### src/rtl/ga22_sprite_line_fetch.sv
// Per-scanline sprite walker: attribute scan, one ROM row fetch per 16-px column, paced draw strobes.
// Draw writes are >= 8 clks apart; rom_req waits on rom_ack. GA22_SPRITE_LIMIT_EN caps sprites per line.
module ga22_sprite_line_fetch #(
    parameter int NUM_SPRITES          = 256,
    parameter int MAX_SPRITES_PER_LINE = 32
) (
    input  logic        clk,
    input  logic        reset,
    input  logic        start,
    input  logic [8:0]  line,
    output logic        busy,
    output logic        done,
    output logic [11:0] obj_addr,
    input  logic [15:0] obj_data,
    output logic [19:0] rom_addr,
    output logic        rom_req,
    input  logic        rom_ack,
    input  logic [63:0] rom_data,
    output logic [63:0] bits,
    output logic [6:0]  color,
    output logic        prio,
    output logic [9:0]  pos,
    output logic        we
);
    typedef enum logic [2:0] {
        S_IDLE, S_ATTR, S_CHECK, S_FETCH, S_WAIT, S_EMIT, S_NEXT, S_DONE
    } state_t;

    state_t      state, state_nxt;
    logic [8:0]  line_q;
    logic [9:0]  idx;
    logic [2:0]  widx;
    logic [8:0]  spr_y;
    logic [1:0]  spr_h, spr_w;
    logic [15:0] code;
    logic [6:0]  color_q;
    logic        prio_q, flipx, flipy;
    logic [9:0]  x_q;
    logic [6:0]  row_q;
    logic [1:0]  col;
    logic [2:0]  gap;
    logic        restart_pend;
    logic [63:0] data_q;
    logic        walk_reset, fetch_go, emit_go, cap_hit;

    logic [8:0]  rel;
    logic [7:0]  height;
    logic        visible;
    logic [6:0]  row_c;
    logic [1:0]  cols_m1, col_eff;
    logic [15:0] tile;
    logic        last_idx, last_col;

    assign rel      = line_q - spr_y;
    assign height   = 8'd16 << spr_h;
    assign visible  = rel < {1'b0, height};
    // 7-bit wrap makes height-1-rel correct even for height=128
    assign row_c    = flipy ? (height[6:0] - 7'd1 - rel[6:0]) : rel[6:0];
    assign cols_m1  = (spr_w == 2'd0) ? 2'd0 : (spr_w == 2'd1) ? 2'd1 : 2'd3;
    assign col_eff  = flipx ? (cols_m1 - col) : col;
    assign tile     = code + {13'd0, row_q[6:4]} + {11'd0, col_eff, 3'b000};
    assign last_idx = (idx == 10'(NUM_SPRITES - 1));
    assign last_col = (col == cols_m1);

`ifdef GA22_SPRITE_LIMIT_EN
    logic [10:0] vis_cnt;
    assign cap_hit = (vis_cnt == 11'(MAX_SPRITES_PER_LINE - 1));
`else
    assign cap_hit = 1'b0;
`endif

    function automatic logic [63:0] plane_rev(input logic [63:0] d);
        for (int p = 0; p < 4; p++)
            for (int i = 0; i < 16; i++)
                plane_rev[p*16+i] = d[p*16+15-i];
    endfunction

    always_ff @(posedge clk) begin
        if (reset) state <= S_IDLE;
        else       state <= state_nxt;
    end

    always_comb begin
        state_nxt  = state;
        busy       = 1'b1;
        done       = 1'b0;
        obj_addr   = 12'd0;
        walk_reset = 1'b0;
        fetch_go   = 1'b0;
        emit_go    = 1'b0;
        case (state)
            S_IDLE: begin
                busy = 1'b0;
                if (start) begin state_nxt = S_ATTR; walk_reset = 1'b1; end
            end
            S_ATTR: begin
                if (widx < 3'd4) obj_addr = {idx, widx[1:0]};
                if (start)              begin state_nxt = S_ATTR; walk_reset = 1'b1; end
                else if (widx == 3'd4)  state_nxt = S_CHECK;
            end
            S_CHECK: begin
                if (start)        begin state_nxt = S_ATTR; walk_reset = 1'b1; end
                else if (visible) state_nxt = S_FETCH;
                else              state_nxt = S_NEXT;
            end
            S_FETCH: begin
                if (start) begin state_nxt = S_ATTR; walk_reset = 1'b1; end
                else       begin state_nxt = S_WAIT; fetch_go = 1'b1; end
            end
            S_WAIT: begin
                // an in-flight ROM read always completes; a pending restart drops its data
                if (rom_ack) begin
                    if (start || restart_pend) begin state_nxt = S_ATTR; walk_reset = 1'b1; end
                    else                       state_nxt = S_EMIT;
                end
            end
            S_EMIT: begin
                if (start) begin
                    state_nxt  = S_ATTR;
                    walk_reset = 1'b1;
                end else if (gap == 3'd0) begin
                    emit_go = 1'b1;
                    if (!last_col)    state_nxt = S_FETCH;
                    else if (cap_hit) state_nxt = S_DONE;
                    else              state_nxt = S_NEXT;
                end
            end
            S_NEXT: begin
                if (start)         begin state_nxt = S_ATTR; walk_reset = 1'b1; end
                else if (last_idx) state_nxt = S_DONE;
                else               state_nxt = S_ATTR;
            end
            S_DONE: begin
                busy = 1'b0;
                done = 1'b1;
                if (start) begin state_nxt = S_ATTR; walk_reset = 1'b1; end
                else       state_nxt = S_IDLE;
            end
            default: state_nxt = S_IDLE;
        endcase
    end

    always_ff @(posedge clk) begin
        if (reset) begin
            line_q <= '0; idx <= '0; widx <= '0; spr_y <= '0; spr_h <= '0; spr_w <= '0;
            code <= '0; color_q <= '0; prio_q <= 1'b0; flipx <= 1'b0; flipy <= 1'b0;
            x_q <= '0; row_q <= '0; col <= '0; gap <= '0; restart_pend <= 1'b0;
            data_q <= '0; rom_addr <= '0; rom_req <= 1'b0;
            bits <= '0; color <= '0; prio <= 1'b0; pos <= '0; we <= 1'b0;
`ifdef GA22_SPRITE_LIMIT_EN
            vis_cnt <= '0;
`endif
        end else begin
            we    <= 1'b0;
            bits  <= '0;
            color <= '0;
            prio  <= 1'b0;
            pos   <= '0;
            if (gap != 3'd0) gap <= gap - 3'd1;
            if (start) line_q <= line;
            if (start && state == S_WAIT && !rom_ack) restart_pend <= 1'b1;
            case (state)
                S_ATTR: begin
                    widx <= widx + 3'd1;
                    case (widx)
                        3'd1: begin
                            spr_y <= obj_data[8:0];
                            spr_h <= obj_data[10:9];
                            spr_w <= obj_data[12:11];
                        end
                        3'd2: code <= obj_data;
                        3'd3: begin
                            color_q <= obj_data[6:0];
                            prio_q  <= obj_data[7];
                            flipx   <= obj_data[8];
                            flipy   <= obj_data[9];
                        end
                        3'd4: x_q <= obj_data[9:0];
                        default: ;
                    endcase
                end
                S_CHECK: begin
                    row_q <= row_c;
                    col   <= 2'd0;
                end
                S_FETCH: if (fetch_go) begin
                    rom_req  <= 1'b1;
                    rom_addr <= {tile, row_q[3:0]};
                end
                S_WAIT: if (rom_ack) begin
                    rom_req <= 1'b0;
                    data_q  <= rom_data;
                end
                S_EMIT: if (emit_go) begin
                    we    <= 1'b1;
                    bits  <= flipx ? plane_rev(data_q) : data_q;
                    color <= color_q;
                    prio  <= prio_q;
                    pos   <= x_q + {4'd0, col, 4'd0};
                    gap   <= 3'd7;
                    col   <= col + 2'd1;
`ifdef GA22_SPRITE_LIMIT_EN
                    if (last_col) vis_cnt <= vis_cnt + 11'd1;
`endif
                end
                S_NEXT: if (!last_idx) begin
                    idx  <= idx + 10'd1;
                    widx <= 3'd0;
                end
                default: ;
            endcase
            if (walk_reset) begin
                idx          <= '0;
                widx         <= '0;
                restart_pend <= 1'b0;
`ifdef GA22_SPRITE_LIMIT_EN
                vis_cnt      <= '0;
`endif
            end
        end
    end
endmodule

### config.mk
export PLATFORM = sky130hd
export DESIGN_NAME = ga22_sprite_line_fetch
export DESIGN_NICKNAME = d
export VERILOG_FILES = /design/src/rtl/ga22_sprite_line_fetch.sv
export SDC_FILE = /design/constraint.sdc
export NUM_CORES = 1
export LEC_CHECK = 0
export CAP_MARGIN = 25
export CORE_MARGIN = 8
export CORE_UTILIZATION = 46
export DETAILED_ROUTE_END_ITERATION = 10
export PLACE_DENSITY = 0.77
export SLEW_MARGIN = 25
export SYNTH_ARGS = -nofsm -noshare
export SYNTH_HDL_FRONTEND = slang
export SYNTH_SLANG_ARGS = --single-unit
### constraint.sdc
create_clock -name clk -period 2.6 [get_ports clk]
set_clock_uncertainty 0.1 [all_clocks]
set_input_delay 0.39 -clock clk [delete_from_list [all_inputs] [get_ports clk]]
set_output_delay 0.39 -clock clk [all_outputs]
set_load 0.05 [all_outputs]
* Word-level counts from Yosys, hierarchy flattened
Cells that the tools add are included.
** Operators by class
- Reduce and logical (&&, ||, !) cells :: 27
- Mux-type cells :: 44
- Magnitude comparators :: 2
- Equal/unequal tests :: 21
- Add/sub/neg operators :: 11
- Bitwise operators :: 3
- Shift-type cells :: 1
** Operators with widths (number)
- 64-bit 2-to-1 mux :: 1
- 3-bit 2-to-1 mux :: 17
- 12-bit 2-to-1 mux :: 2
- 3-bit one-hot mux with 8 select lines :: 1
- 2-bit AND reduction :: 9
- 16-bit by 3-bit adder with 16-bit output :: 1
- 16-bit by 5-bit adder with 16-bit output :: 1
- 3-bit equality test, second input constant :: 5
- 1-bit 2-to-1 mux :: 14
- 3-bit by 2-bit equality test with 1-bit output, second input constant :: 4
- 10-bit by 1-bit adder with 10-bit output, second input constant :: 1
- 10-bit by 6-bit adder with 10-bit output :: 1
- 10-bit by 8-bit equality test with 1-bit output, second input constant :: 1
- 2-bit != test, second input constant :: 5
- 9-bit by 8-bit < comparator with 1-bit output :: 1
- 9-bit subtractor :: 1
- 2-bit 2-to-1 mux :: 4
- 5-bit by 2-bit << shifter with 8-bit output, first input constant :: 1
- 7-bit 2-to-1 mux :: 1
- 7-bit OR reduction :: 1
- 7-bit by 1-bit subtractor with 7-bit output, second input constant :: 1
- 7-bit subtractor :: 1
- 3-bit by 1-bit equality test with 1-bit output, second input constant :: 2
- 3-bit zero test :: 2
- other kinds (22) :: 31
** Storage, ports and cells
- Word-level logic and storage cells :: 134
- Bits in registers :: 255
- Output and inout bits :: 118
- Input port bits :: 93

* Longest topological paths before layout
- Depth after elaboration :: 8
- Mapped depth :: 14
- Depth with buffers taken out :: 14

* Worst setup path after synthesis
No wires, ideal clock.
- Kind :: register to register
- From :: register line_q[0]
- To :: register row_q[6]
- Library setup time :: 0.133 ns
- Cell stages (with the launch flop) :: 13
- Setup slack :: -0.193 ns
- Clock period less this slack :: 2.793 ns
- Data required time :: 2.367 ns
- Arrival :: 2.560 ns
- Path buffers :: 0
- Path through :: dfxtp_1 > inv_1 > ha_1 > inv_1 > fa_1 > a211oi_1 > o21bai_1 > a21oi_1 > xnor2_1 > ha_1 > or4b_1 > o32ai_1 > nor4_2
** On the way
- Cells in the longest elaborated chain, start to end :: 3
** Ends and longest elaborated chain
- start, declared :: RTL line 30 : logic [8:0] line_q;
- start signal, assigned :: RTL line 160 : if (start) line_q <= line;
- 9-bit subtractor (*) :: RTL line 54 : assign rel = line_q - spr_y;
- 7-bit subtractor :: RTL line 58 : assign row_c = flipy ? (height[6:0] - 7'd1 - rel[6:0]) : rel[6:0];
- 7-bit 2-to-1 mux (*) :: RTL line 58
- end signal, assigned :: RTL line 183 : row_q <= row_c;
- end, declared :: RTL line 39 : logic [6:0] row_q;
Mark *: on every way between the ends. The rest lies on a longest branch, timed or not.
A chain may end at the register's enable or synchronous reset.

* Final worst setup path
Ends and elaborated chain as after synthesis.

==> summary.md <==
| Metric | Value |
|---|---|
| Status | `finished with violations` |
| Failing checks | `setup timing` |
| Starting Density | `a little under half` |
| Pre-antenna DRT Iters | `4` |
| Port bufs | `210` |
| Height of the die | `166 um` |
| DP Area | `13000 um2` |
| Final WS setup | `-0.175 ns` |
| Clock Latency Late Sink | `0.54 ns` |
| Pwr dens | `between 600 and 700 nW/um2` |
| DRT Wirelength | `27.3 mm` |
| Tcrit/Tclk final | `107%` |
| RSZ-0062 raised after global routing | `true` |
| Main flop type after synthesis | `dfxtp_1` |
| Clock Root Buffer | `clkbuf_16` |
| Critical path class | `flip-flop to flip-flop` |
| Unique masters post-synth | `61` |
| Core ar. | `about 22000 um2` |
| Max clock buf depth | `3` |
| Synth Warn # | `0` |
| Actual slew at the worst max-slew pin | `0.703 ns` |
| Crit path max fanout | `3` |
| Layout cell share with drive strength beyond 1 | `9.50%` |
| Max-cap viol count | `0` |
| Post-detail-place hpwl | `19.0 mm` |
| GP Congestion | `between 0.8 and 0.9` |
| Worst vdd ir | `0.000536 V` |
| CP Capture Type | `flip-flop` |
| Register area share after synthesis | `49.2%` |
| Fillers | `1857` |
| Area Overhead vs Synth | `34.6%` |
| Vias in the first global route | `8588` |
| CTS tree | `yes` |
| Antenna viol nets, final | `0` |
| Ys async rst share | `0%` |
| Die area | `27600 um2` |
| Syn_area_per_cell | `8.59 um2` |
| Sink Count | `255` |
| Leakage power | `4.80 nW` |
| Grt ovf | `0` |
| Fmax | `360 MHz` |
| Htree depth | `1` |
| Final net count | `1535` |
| Final Critical Period | `between 2 and 3 ns` |
| Worst Hold Slack | `0.195 ns` |
| Fin. max-slew vios | `0` |
| Hold/Removal Path Class | `input port to flip-flop` |
| Worst EP required | `2.91 ns` |
| Post-Syn Area | `10400 um2` |
| Final hold vios | `0` |
| Seq. cell area | `slightly above 5000 um2` |
| Relative slew slack | `around 53%` |
| Post-CTS Hold Buffers | `0` |
| Inserted Diodes | `0` |
| # IOs | `211` |
| Fin area | `14000 um2` |
| Synth Net Count | `around 1.3k` |
| DR WL/cell | `15.9 um` |
| CP max stage cell | `or4b_1` |
| CP peak stage delay | `0.52 ns` |
| Synth Instances | `1209` |
| Vias per cell | `5.17` |
| Count of flip-flops with a built-in enable after synthesis | `0` |
| Worst-path cell chain | `inv_2, ha_4, inv_2, fa_2, a211oi_2, o21bai_1, a21oi_1, xnor2_1, ha_1, or4b_1, o32ai_2, nor4_2` |
| Multi-input logic area | `4930 um2` |
| Clock-pin slew on the worst setup and hold paths | `0.06 ns` |
| Clock buffer count from CTS | `27` |
| Via Count | `8871` |
| Final-report setup violation count | `3` |
| DRC | `0` |
| GRT Total Usage | `about a fifth` |
| FF+latch count, synth | `255` |
| First-pass GRT wire length | `44.1 mm` |
| Chip width | `166 um` |
| Most Frequent Cell on Critical Path | `inv_2` |
| Pin count of the biggest net entering global routing | `118` |
| Row count | `55` |
| Initial antenna violation count | `0` |
| Initial DRC count | `493` |
| Crit path DAT | `3.08 ns` |
| Nature of the critical path startpoint | `flip-flop` |
## cells in the mapped netlist (3+ instances only)
| master | n | area, um2 |
|---|---|---|
| nand2_1 | 264 | 991 |
| dfxtp_1 | 255 | 5100 |
| a21oi_1 | 149 | 746 |
| nor2_1 | 123 | 462 |
| mux2i_1 | 75 | 751 |
| clkbuf_1 | 44 | 165 |
| inv_1 | 30 | 113 |
| ha_1 | 29 | 363 |
| buf_2 | 27 | 135 |
| xnor2_1 | 22 | 193 |
| o21ai_0 | 20 | 100 |
| nor3_1 | 17 | 85.1 |
| and2_1 | 16 | 100 |
| xor2_1 | 15 | 131 |
| and3_1 | 14 | 87.6 |
| a211oi_1 | 12 | 90.1 |
| nand3_1 | 11 | 55.1 |
| nand2b_1 | 8 | 50.1 |
| nor2b_1 | 6 | 37.5 |
| a21o_1 | 5 | 37.5 |
| nor3b_1 | 5 | 37.5 |
| o211ai_1 | 5 | 37.5 |
| or3_1 | 5 | 31.3 |
| nand4_1 | 4 | 25.0 |
| fa_1 | 3 | 60.1 |
| or2_2 | 3 | 18.8 |
## timing repair
action                                  4_1_cts  5_1_grt
endpoints found under the setup margin        7       13
gates cloned                                  0        0
buffers inserted                              2        2
gates resized for setup                       6        8
pin swaps                                    12       10
## registers in the layout (all words and copies together) (netlist names), 9 cells and up
signal	flops
bits	64
data_q	64
rom_addr	20
code	16
idx	10
pos	10
x_q	10
line_q	9
spr_y	9
## through the flow
step           worst slack, ns  util (%)  TNS (ns)  total power (W)  cells
2_1_floorplan          -0.0803         -   -0.0803          0.00454   1209
3_3_place_gp            -0.150      57.8    -0.277          0.00483   1662
3_5_place_dp            -0.174      57.8    -0.419          0.00486   1662
4_1_cts                 -0.181      62.1    -0.287          0.00884   1714
5_1_grt                 -0.289      62.3     -1.01          0.00912   1716
6_report                -0.175      62.3    -0.348          0.00880   1716
## worst max-delay path, delay by kind of cell (launching register included)
| family | cells | cell delay (ns) |
|---|---|---|
| AOI/OAI and AO/OA | 4 | 0.61 |
| xor gates and xnor gates | 1 | 0.16 |
| adders and majority gates | 3 | 0.78 |
| buffers and inverters | 2 | 0.10 |
| DFF | 1 | 0.32 |
| and+or+nand+nor | 2 | 0.57 |
## path summary, 6_finish.rpt
path         startpoint   endpoint  slack, ns  cells past startpoint
max           line_q[0]   row_q[6]      -0.17                     12
min               reset  data_q[8]       0.19                      2
max reg2reg   line_q[0]   row_q[6]      -0.17                     12
min reg2reg  color_q[1]   color[1]       0.35                      1
## cell type report
cell class                      count  share of cell area (%)
Inverter                           31                   0.832
Multi-Input combinational cell    848                    35.2
Timing Repair Buffer              247                    18.1
Tap cell                          285                    2.55
Clock buffer                       37                    5.60
Clock inverter                     13                    1.13
Sequential cell                   255                    36.6
## logic make-up after synthesis
group,synth area share (%)
compound gates,12.0
xor+xnor,3.12
buf+inv,4.30
mux,7.23
fa+ha+maj,4.07
simple gates,20.2
flops,49.2
## cell usage in the layout (no fill, tap or decap), types with 3 or more instances in the layout
cell type	Yosys	final
nand2_1	264	263
dfxtp_1	255	251
clkdlybuf4s50_1	0	195
a21oi_1	149	149
nor2_1	123	121
mux2i_1	75	75
buf_4	0	37
inv_1	30	28
ha_1	29	27
clkbuf_16	0	27
xnor2_1	22	22
o21ai_0	20	19
xor2_1	15	15
and2_1	16	15
buf_12	0	15
and3_1	14	14
nor3_1	17	12
nand3_1	11	10
a211oi_1	12	10
nand2b_1	8	7
clkbuf_8	0	7
nor2b_1	6	6
nor3_2	1	6
a21o_1	5	5
nor3b_1	5	5
o211ai_1	5	5
or3_1	5	5
clkinv_2	0	5
nand4_1	4	4
inv_2	1	3
or2_2	3	3
a211oi_2	2	3
clkbuf_1	44	3
bufinv_16	0	3
dfxtp_2	0	3
## report_power, final
| part | switching, W | leakage (nW) | internal (W) | total, W |
|---|---|---|---|---|
| Sequential | 0.0000535 | 2.06 | 0.00397 | 0.00403 |
| Combinational | 0.000414 | 2.27 | 0.000381 | 0.000795 |
| Clock | 0.00157 | 0.466 | 0.00241 | 0.00398 |
## metal layers
layer  part of all wire, %  vias up  wire [um]  global-route usage (%)
li1                      -     4407          -                       -
met1                    43     4158      11600                    22.8
met2                    49      259      13400                    34.0
met3                   6.1       47       1660                    3.97
met4                   2.3        0        631                    5.44
met5                     0        -          0                       0
Power figures use the tool's default switching activity.
